[src/rtl/seg_pkg.sv]
// Shared types and constants for the multiplexed seven-segment scan controller.
package seg_pkg;

  localparam int SEG_W = 7;

  typedef logic [2:0] seg_val_t;

  typedef enum logic [2:0] {
    IDLE,
    BLANK,
    DRIVE,
    LATCH,
    HOLD
  } seg_scan_state_t;

endpackage

[src/rtl/seg_scan_ctrl_if.sv]
// segintf: link between the scan controller and the shared segment decoder.
interface segintf;
  import seg_pkg::*;

  logic             en;
  seg_val_t         segin;
  logic [SEG_W-1:0] segout;

  modport master (output en, output segin, input segout);
  modport slave  (input en, input segin, output segout);
endinterface

[src/rtl/seg_tick_cnt.sv]
// seg_tick_cnt: clearable up-counter; done flags that LIMIT has been reached.
module seg_tick_cnt #(
  parameter int          W     = 8,
  parameter int unsigned LIMIT = 0
) (
  input  logic clk,
  input  logic rst_n,
  input  logic load,
  input  logic count,
  output logic done
);

  logic [W-1:0] r_cnt;

  // NOTE: state registers use non-blocking assignments so every flop samples
  // pre-edge values and simulation order cannot change the result.
  always_ff @(posedge clk or negedge rst_n) begin
    if (!rst_n)          r_cnt <= '0;
    else if (load)       r_cnt <= '0;
    else if (count)      r_cnt <= r_cnt + W'(1);
  end

  assign done = (r_cnt == W'(LIMIT));

endmodule

[src/rtl/seg_scan_ctrl.sv]
// seg_scan_ctrl: time-multiplexed digit scanner with a shadow/active digit buffer
// committed once per frame. Define SEG_SCAN_ZBLANK_EN for leading-zero blanking.
module seg_scan_ctrl
  import seg_pkg::*;
#(
  parameter int NDIG     = 4,
  parameter int PRESCALE = 1000,
  parameter int DEC_LAT  = 1
) (
  input  logic                    clk,
  input  logic                    rst_n,
  input  logic                    scan_en,
  input  logic                    wr_valid,
  output logic                    wr_ready,
  input  logic [$clog2(NDIG)-1:0] wr_idx,
  input  seg_val_t                wr_data,
  segintf.master                  dec,
  output logic [SEG_W-1:0]        seg_o,
  output logic [NDIG-1:0]         dig_o,
  output logic                    frame_done
);

  localparam int IW = $clog2(NDIG);
  localparam int HW = $clog2(PRESCALE);

  seg_scan_state_t  r_state, w_next;
  logic [IW-1:0]    r_idx;
  seg_val_t         r_shadow [NDIG];
  seg_val_t         r_active [NDIG];
  logic [SEG_W-1:0] r_seg;
  logic [NDIG-1:0]  r_dig;
  logic             r_frame_done;

  logic w_drive_done, w_hold_done, w_last_idx, w_wrap, w_wr_fire, w_zblank;

  assign w_last_idx = (r_idx == IW'(NDIG - 1));
  assign w_wrap     = scan_en && (r_state == HOLD) && w_hold_done && w_last_idx;
  // The commit happens in the frame_done cycle, so writes are held off then.
  assign wr_ready   = ~r_frame_done;
  assign w_wr_fire  = wr_valid && wr_ready && (int'(wr_idx) < NDIG);

  seg_tick_cnt #(.W(2), .LIMIT(DEC_LAT - 1)) u_drive_cnt (
    .clk   (clk),
    .rst_n (rst_n),
    .load  (r_state == BLANK),
    .count (r_state == DRIVE),
    .done  (w_drive_done)
  );

  seg_tick_cnt #(.W(HW), .LIMIT(PRESCALE - 2)) u_hold_cnt (
    .clk   (clk),
    .rst_n (rst_n),
    .load  (r_state == LATCH),
    .count (r_state == HOLD),
    .done  (w_hold_done)
  );

  // NOTE: every combinational output gets a default before the case so no
  // path leaves it unassigned, which would otherwise infer a latch.
  always_comb begin
    w_next = r_state;
    if (!scan_en) begin
      w_next = IDLE;
    end else begin
      case (r_state)
        IDLE:    w_next = BLANK;
        BLANK:   w_next = DRIVE;
        DRIVE:   if (w_drive_done) w_next = LATCH;
        LATCH:   w_next = HOLD;
        HOLD:    if (w_hold_done) w_next = BLANK;
        default: w_next = IDLE;
      endcase
    end
  end

  always_ff @(posedge clk or negedge rst_n) begin
    if (!rst_n) begin
      r_state      <= IDLE;
      r_idx        <= '0;
      r_frame_done <= 1'b0;
    end else begin
      r_state      <= w_next;
      r_frame_done <= w_wrap;
      if (scan_en && (r_state == HOLD) && w_hold_done)
        r_idx <= w_last_idx ? '0 : r_idx + IW'(1);
    end
  end

  // NOTE: the digit buffers are a handful of flops, so they are reset like any
  // other state; a large RAM would instead be left unreset.
  always_ff @(posedge clk or negedge rst_n) begin
    if (!rst_n) begin
      for (int i = 0; i < NDIG; i++) begin
        r_shadow[i] <= '0;
        r_active[i] <= '0;
      end
    end else begin
      if (w_wr_fire) r_shadow[wr_idx] <= wr_data;
      if (r_frame_done) begin
        for (int i = 0; i < NDIG; i++) r_active[i] <= r_shadow[i];
      end
    end
  end

`ifdef SEG_SCAN_ZBLANK_EN
  // Blank when this digit and every digit above it are zero (never digit 0).
  always_comb begin
    w_zblank = (r_idx != '0);
    for (int i = 0; i < NDIG; i++) begin
      if ((i >= int'(r_idx)) && (r_active[i] != '0)) w_zblank = 1'b0;
    end
  end
`else
  assign w_zblank = 1'b0;
`endif

  always_ff @(posedge clk or negedge rst_n) begin
    if (!rst_n) begin
      r_seg <= '0;
      r_dig <= '0;
    end else if (!scan_en) begin
      r_dig <= '0;
    end else begin
      case (r_state)
        LATCH: begin
          r_seg <= w_zblank ? '0 : dec.segout;
          r_dig <= NDIG'(1) << r_idx;
        end
        HOLD:    if (w_hold_done) r_dig <= '0;
        default: ;
      endcase
    end
  end

  assign dec.en     = (r_state == DRIVE);
  assign dec.segin  = (r_state == DRIVE) ? r_active[r_idx] : '0;
  assign seg_o      = r_seg;
  assign dig_o      = r_dig;
  assign frame_done = r_frame_done;

endmodule

[src/flat_wrapper.sv]
// flat-port wrapper written by rule: the top's interface ports become plain ports
module seg_scan_ctrl_flat import seg_pkg::*;
#(
  parameter int NDIG     = 4,
  parameter int PRESCALE = 1000,
  parameter int DEC_LAT  = 1
)
  (clk, rst_n, scan_en, wr_valid, wr_ready, wr_idx, wr_data, seg_o, dig_o, frame_done, dec_en, dec_segin, dec_segout);
  segintf dec_i ();
  input  logic clk;
  input  logic rst_n;
  input  logic scan_en;
  input  logic wr_valid;
  output logic wr_ready;
  input  logic [$clog2(NDIG)-1:0] wr_idx;
  input  seg_val_t wr_data;
  output logic [SEG_W-1:0] seg_o;
  output logic [NDIG-1:0] dig_o;
  output logic frame_done;
  output wire logic [$bits(dec_i.en)-1:0] dec_en;
  output wire logic [$bits(dec_i.segin)-1:0] dec_segin;
  input wire logic [$bits(dec_i.segout)-1:0] dec_segout;
  assign dec_en = dec_i.en;
  assign dec_segin = dec_i.segin;
  assign dec_i.segout = dec_segout;
  seg_scan_ctrl #(.NDIG(NDIG), .PRESCALE(PRESCALE), .DEC_LAT(DEC_LAT)) u_core (.clk(clk), .rst_n(rst_n), .scan_en(scan_en), .wr_valid(wr_valid), .wr_ready(wr_ready), .wr_idx(wr_idx), .wr_data(wr_data), .dec(dec_i), .seg_o(seg_o), .dig_o(dig_o), .frame_done(frame_done));
endmodule
[config.mk]
export PLATFORM = sky130hd
export DESIGN_NAME = seg_scan_ctrl_flat
export DESIGN_NICKNAME = d
export VERILOG_FILES = /design/src/rtl/seg_pkg.sv /design/src/rtl/seg_scan_ctrl_if.sv /design/src/rtl/seg_tick_cnt.sv /design/src/rtl/seg_scan_ctrl.sv /design/src/flat_wrapper.sv
export SDC_FILE = /design/constraint.sdc
export NUM_CORES = 1
export LEC_CHECK = 0
export CAP_MARGIN = 10
export CORE_ASPECT_RATIO = 2
export CORE_MARGIN = 2
export CORE_UTILIZATION = 49
export DETAILED_ROUTE_END_ITERATION = 10
export GPL_TIMING_DRIVEN = 0
export PLACE_DENSITY_LB_ADDON = 0.1
export SLEW_MARGIN = 20
export SYNTH_ARGS = -nofsm -noshare
export SYNTH_HDL_FRONTEND = slang
export SYNTH_SLANG_ARGS = --single-unit
[constraint.sdc]
create_clock -name clk -period 1.6 [get_ports clk]
set_clock_uncertainty 0.2 [all_clocks]
set_input_delay 0.16 -clock clk [delete_from_list [all_inputs] [get_ports clk]]
set_output_delay 0.16 -clock clk [all_outputs]
set_load 0.05 [all_outputs]
==> flow_metrics.py <==
metrics = {
    "power": {
        "switchingPower_uw": 1460,
        "p_comb_share_pct": 35.6,
        "power_frac_seq_pct": 41.4,
        "clockPowerShare_pct": 22.9,
        "internal_power_uw": 2640,
        "netSwitchingFraction_pct": 35.5,
        "peakVddDrop_mv": 1.13,
        "power_leakage_uw": 0.00165,
        "p_per_area_nw_per_um2": 1120,
    },
    "yosys": {
        "synth_nets": 231,
        "yosysSeqAreaShare_pct": 51.2,
        "synth_xor_xnor_area_share_pct": 0.338,
        "synth_enable_flop_cells": 0,
        "ys_warn_count": 0,
        "synthSimpleGateAreaFrac_pct": 14.8,
        "synthesis.area_um2": 2590,
        "synthMuxAreaShare_pct": 18.1,
        "syn_avg_cell_area_um2": 12.5,
        "synth_top_family_by_area": "multiplexers",
        "synth-adder-area-share_pct": 3.38,
        "async_flop_share_pct": 100,
        "synth_compound_area_share_pct": 9.03,
        "syn_inst": 208,
        "synth-main-ff-cell": "dfrtp_1",
        "synth_cell_type_count": 49,
        "synth-seq-cells": 53,
    },
    "grt": {
        "grt_pass1_vias": 2118,
        "antenna_found_initial": 0,
        "grt_usage_pct": 21.9,
        "grt_use_met2_pct": 41.8,
        "grt_use_met1_pct": 23.7,
        "grt_overflow": 0,
        "top_usage_layer": "met2",
        "grt_start_max_net_pins": 54,
        "gr-usage-met3_pct": 2.29,
        "grt_first_pass_wirelength_um": 10200,
    },
    "setup_path": {
        "r2r-start": "u_core.r_idx[0]$_DFFE_PN0P_",
        "reg2reg_slack_ns": -0.27,
        "crit_chain": "buf_8 -> mux4_2 -> and3_4 -> buf_6",
        "startpoint_type": "flip-flop",
        "worstRegToRegCells": 6,
        "cp-end-kind": "output port",
        "setup.worst_path.end": "dec_segin[0]",
        "criticalPathCategory": "reg -> out",
        "timing.rr.end": "u_core.dig_o[3]$_DFFE_PN0P_",
        "critPathMaxFanout": 5,
        "cp_slowest_cell": "mux4_2",
        "crit_required_ns": 1.24,
        "slowest_delay_ns": 0.48,
        "crit_arrival_ns": 1.66,
        "cp-startpoint": "u_core.r_idx[0]$_DFFE_PN0P_",
    },
    "cts": {
        "cts_root_buffer": "clkbuf_8",
        "worstSkewPairLatency_ns": 0.31,
        "clock-sinks": 53,
        "htreeDepth": 2,
        "clockBufferDepth": 2,
        "cts_tree": "done",
        "cts_buffers": 5,
        "clkTransAtPathRegs_ns": 0.10,
    },
    "cells_and_area": {
        "synthToLayoutAreaGrowth_pct": 41.9,
        "nets": 301,
        "seqCellArea_um2": 1340,
        "final_cells": 337,
        "final_layout_size_suffix_gt1_share_pct": 50.2,
        "fillers": 366,
        "multi_input_comb_area_um2": 1440,
        "insertedDiodeCount": 0,
    },
    "route": {
        "drc_errors": 0,
        "drtIter0Drc": 48,
        "routed_via_density": 5.79,
        "ant_nets": 0,
        "via_count": 1950,
        "drt-wirelength-per-cell_um": 18.3,
        "drt-pass1-iter-count": 4,
        "wl_um": 6160,
    },
    "sta": {
        "slew_headroom_pct": 55.3,
        "finalSetupViolCount": 23,
        "hold_viol_final": 0,
        "fmax_mhz": 496,
        "final.min_clock_period_ns": 2.02,
        "drv_slew": 0,
        "worst_pin_slew_ns": 0.670,
        "rsz0062_at_grt": "true",
        "setup_ws_ns": -0.417,
        "fin_crit_sh_pct": 126,
    },
    "die": {
        "core_area_um2": 5140,
        "row_count": 37,
        "die_y_um": 107,
        "io_pins": 33,
        "die_w_um": 55.4,
        "start_util_pct": 50.4,
        "die-area_um2": 5920,
    },
    "run_status": {
        "status": "finished, violations left",
        "failed_checks": "negative setup slack",
    },
    "run": {
        "cap_viol_max_count": 0,
    },
    "placed_design": {
        "numPortBuffers": 31,
        "dp_cells": 297,
        "dp_hpwl_um": 4040,
        "place_congestion": 0.789,
        "pre_cts_slack_ns": -0.803,
    },
    "min_path": {
        "hold_path.class": "in -> reg",
    },
}
timing repair:
item                                    CTS  global route
hold buffers                              1             0
resized for setup                        95            29
setup buffers                            26             5
endpoints found under the setup margin   54            38
endpoints found under the hold margin    53             0
pin swaps                                11             7
power by group through the flow:
| stage | clock network (uW) | registers (uW) | logic, uW |
|---|---|---|---|
| after floorplan | 0 | 2040 | 551 |
| after global placement | 0 | 1710 | 1280 |
| after detailed placement | 0 | 1720 | 1300 |
| after CTS | 963 | 1690 | 1400 |
| after global routing | 1010 | 1730 | 1550 |
| final | 941 | 1700 | 1460 |
logic make-up after synthesis:
family          count (synthesis)
compound gates                 36
xor+xnor                        1
mux                            39
buf+inv                        19
flops                          53
simple gates                   53
fa+ha+maj                       7
stage by stage:
stage / power (uW) / instance area, um^2 / utilization, % / hold slack [ns] / TNS, ns
final: 4100 / 3670 / 71.5 / 0.0382 / -3.18
after detailed placement: 3020 / 3090 / 60.0 / 0.0452 / -8.52
after floorplan: 2590 / 2710 / - / -0.336 / -0.781
after CTS: 4050 / 3550 / 69.2 / 0.0225 / -2.83
after global routing: 4290 / 3670 / 71.5 / 0.0335 / -4.48
after global placement: 2990 / 3090 / 60.1 / 0.268 / -85.21
synthesized netlist by cell type, types with 2 or more instances:
library cell / n / area (um^2)
a21oi_1: 12 / 60.1
and3_1: 4 / 25.0
and4bb_2: 3 / 37.5
buf_2: 5 / 25.0
clkbuf_1: 4 / 15.0
dfrtp_1: 53 / 1330
ha_1: 7 / 87.6
inv_1: 9 / 33.8
mux2_1: 2 / 22.5
mux2_2: 31 / 349
mux2i_1: 3 / 30.0
mux4_2: 3 / 67.6
nand2_1: 12 / 45.0
nand2b_1: 4 / 25.0
nand4_1: 5 / 31.3
nand4bb_1: 2 / 22.5
nor2_1: 4 / 15.0
nor4b_2: 2 / 30.0
o21ai_0: 5 / 25.0
o221ai_1: 3 / 26.3
o22ai_1: 4 / 25.0
o31ai_1: 2 / 15.0
or3_1: 2 / 12.5
or4_1: 2 / 15.0
worst max-delay path, delay by kind of cell, from the launching register on:
family | cells | cell delay, ns
buffers and inverters | 2 | 0.28
flip-flops | 1 | 0.40
multiplexers | 1 | 0.48
AND/OR/NAND/NOR | 1 | 0.20
per-layer routing:
layer,up-vias,wire (um)
met5,-,0
met4,0,162
li1,917,-
met3,14,78
met1,988,2280
met2,31,3630
how the worst min path moves through the flow:
stage,start,endpoint,depth (start not counted)
finish,scan_en,u_core.r_state[0]$_DFFE_PN0P_,2
global route,scan_en,u_core.r_state[0]$_DFFE_PN0P_,2
CTS,scan_en,u_core.r_state[0]$_DFFE_PN0P_,2
detailed placement,rst_n,u_core.u_hold_cnt.r_cnt[8]$_DFFE_PN0P_,1
global placement,u_core.u_drive_cnt.r_cnt[1]$_DFFE_PN0N_,u_core.u_drive_cnt.r_cnt[1]$_DFFE_PN0N_,2
floorplan,rst_n,u_core.dig_o[0]$_DFFE_PN0P_,0
sequential cells by signal, indices dropped and copies added (netlist names):
register and cells:
u_core.r_active 12, u_core.r_shadow 12, u_core.u_hold_cnt.r_cnt 10, u_core.seg_o 7, u_core.dig_o 4, u_core.r_state 3, u_core.r_idx 2, u_core.u_drive_cnt.r_cnt 2
u_core.frame_done 1
layout make-up:
class / count / area share, %
Multi-Input combinational cell: 136 / 39.3
Sequential cell: 53 / 36.4
Timing Repair Buffer: 63 / 15.3
Buffer: 10 / 2.79
Tap cell: 58 / 1.97
Clock buffer: 5 / 1.87
Clock inverter: 3 / 1.26
Inverter: 9 / 1.16
layout by cell type (no fill, tap or decap), types with 2 or more instances in the layout:
master	Yosys	routed
clkdlybuf4s15_1	0	2
buf_2	5	3
clkdlybuf4s50_1	0	13
o21ai_1	1	3
nor2_1	4	3
nand4_1	5	5
dfrtp_1	53	44
dfrtp_2	0	9
a21oi_1	12	9
nand2b_1	4	3
clkinvlp_4	0	2
and3_4	0	3
mux4_2	3	3
o22ai_1	4	4
inv_1	9	7
mux2_4	0	12
o221ai_1	3	3
mux2i_1	3	3
ha_4	0	2
clkbuf_2	0	2
a21oi_2	0	3
and4bb_4	0	2
nand2_1	12	10
clkbuf_8	0	6
buf_8	0	2
buf_6	0	13
or3_4	0	2
buf_4	1	28
mux2_2	31	21
ha_1	7	5
clkdlybuf4s15_2	0	3
dlygate4sd2_1	0	5
o21ai_0	5	3
nor4_4	0	2
nor4b_4	0	2
No activity file was read; power rests on OpenSTA's default activity.
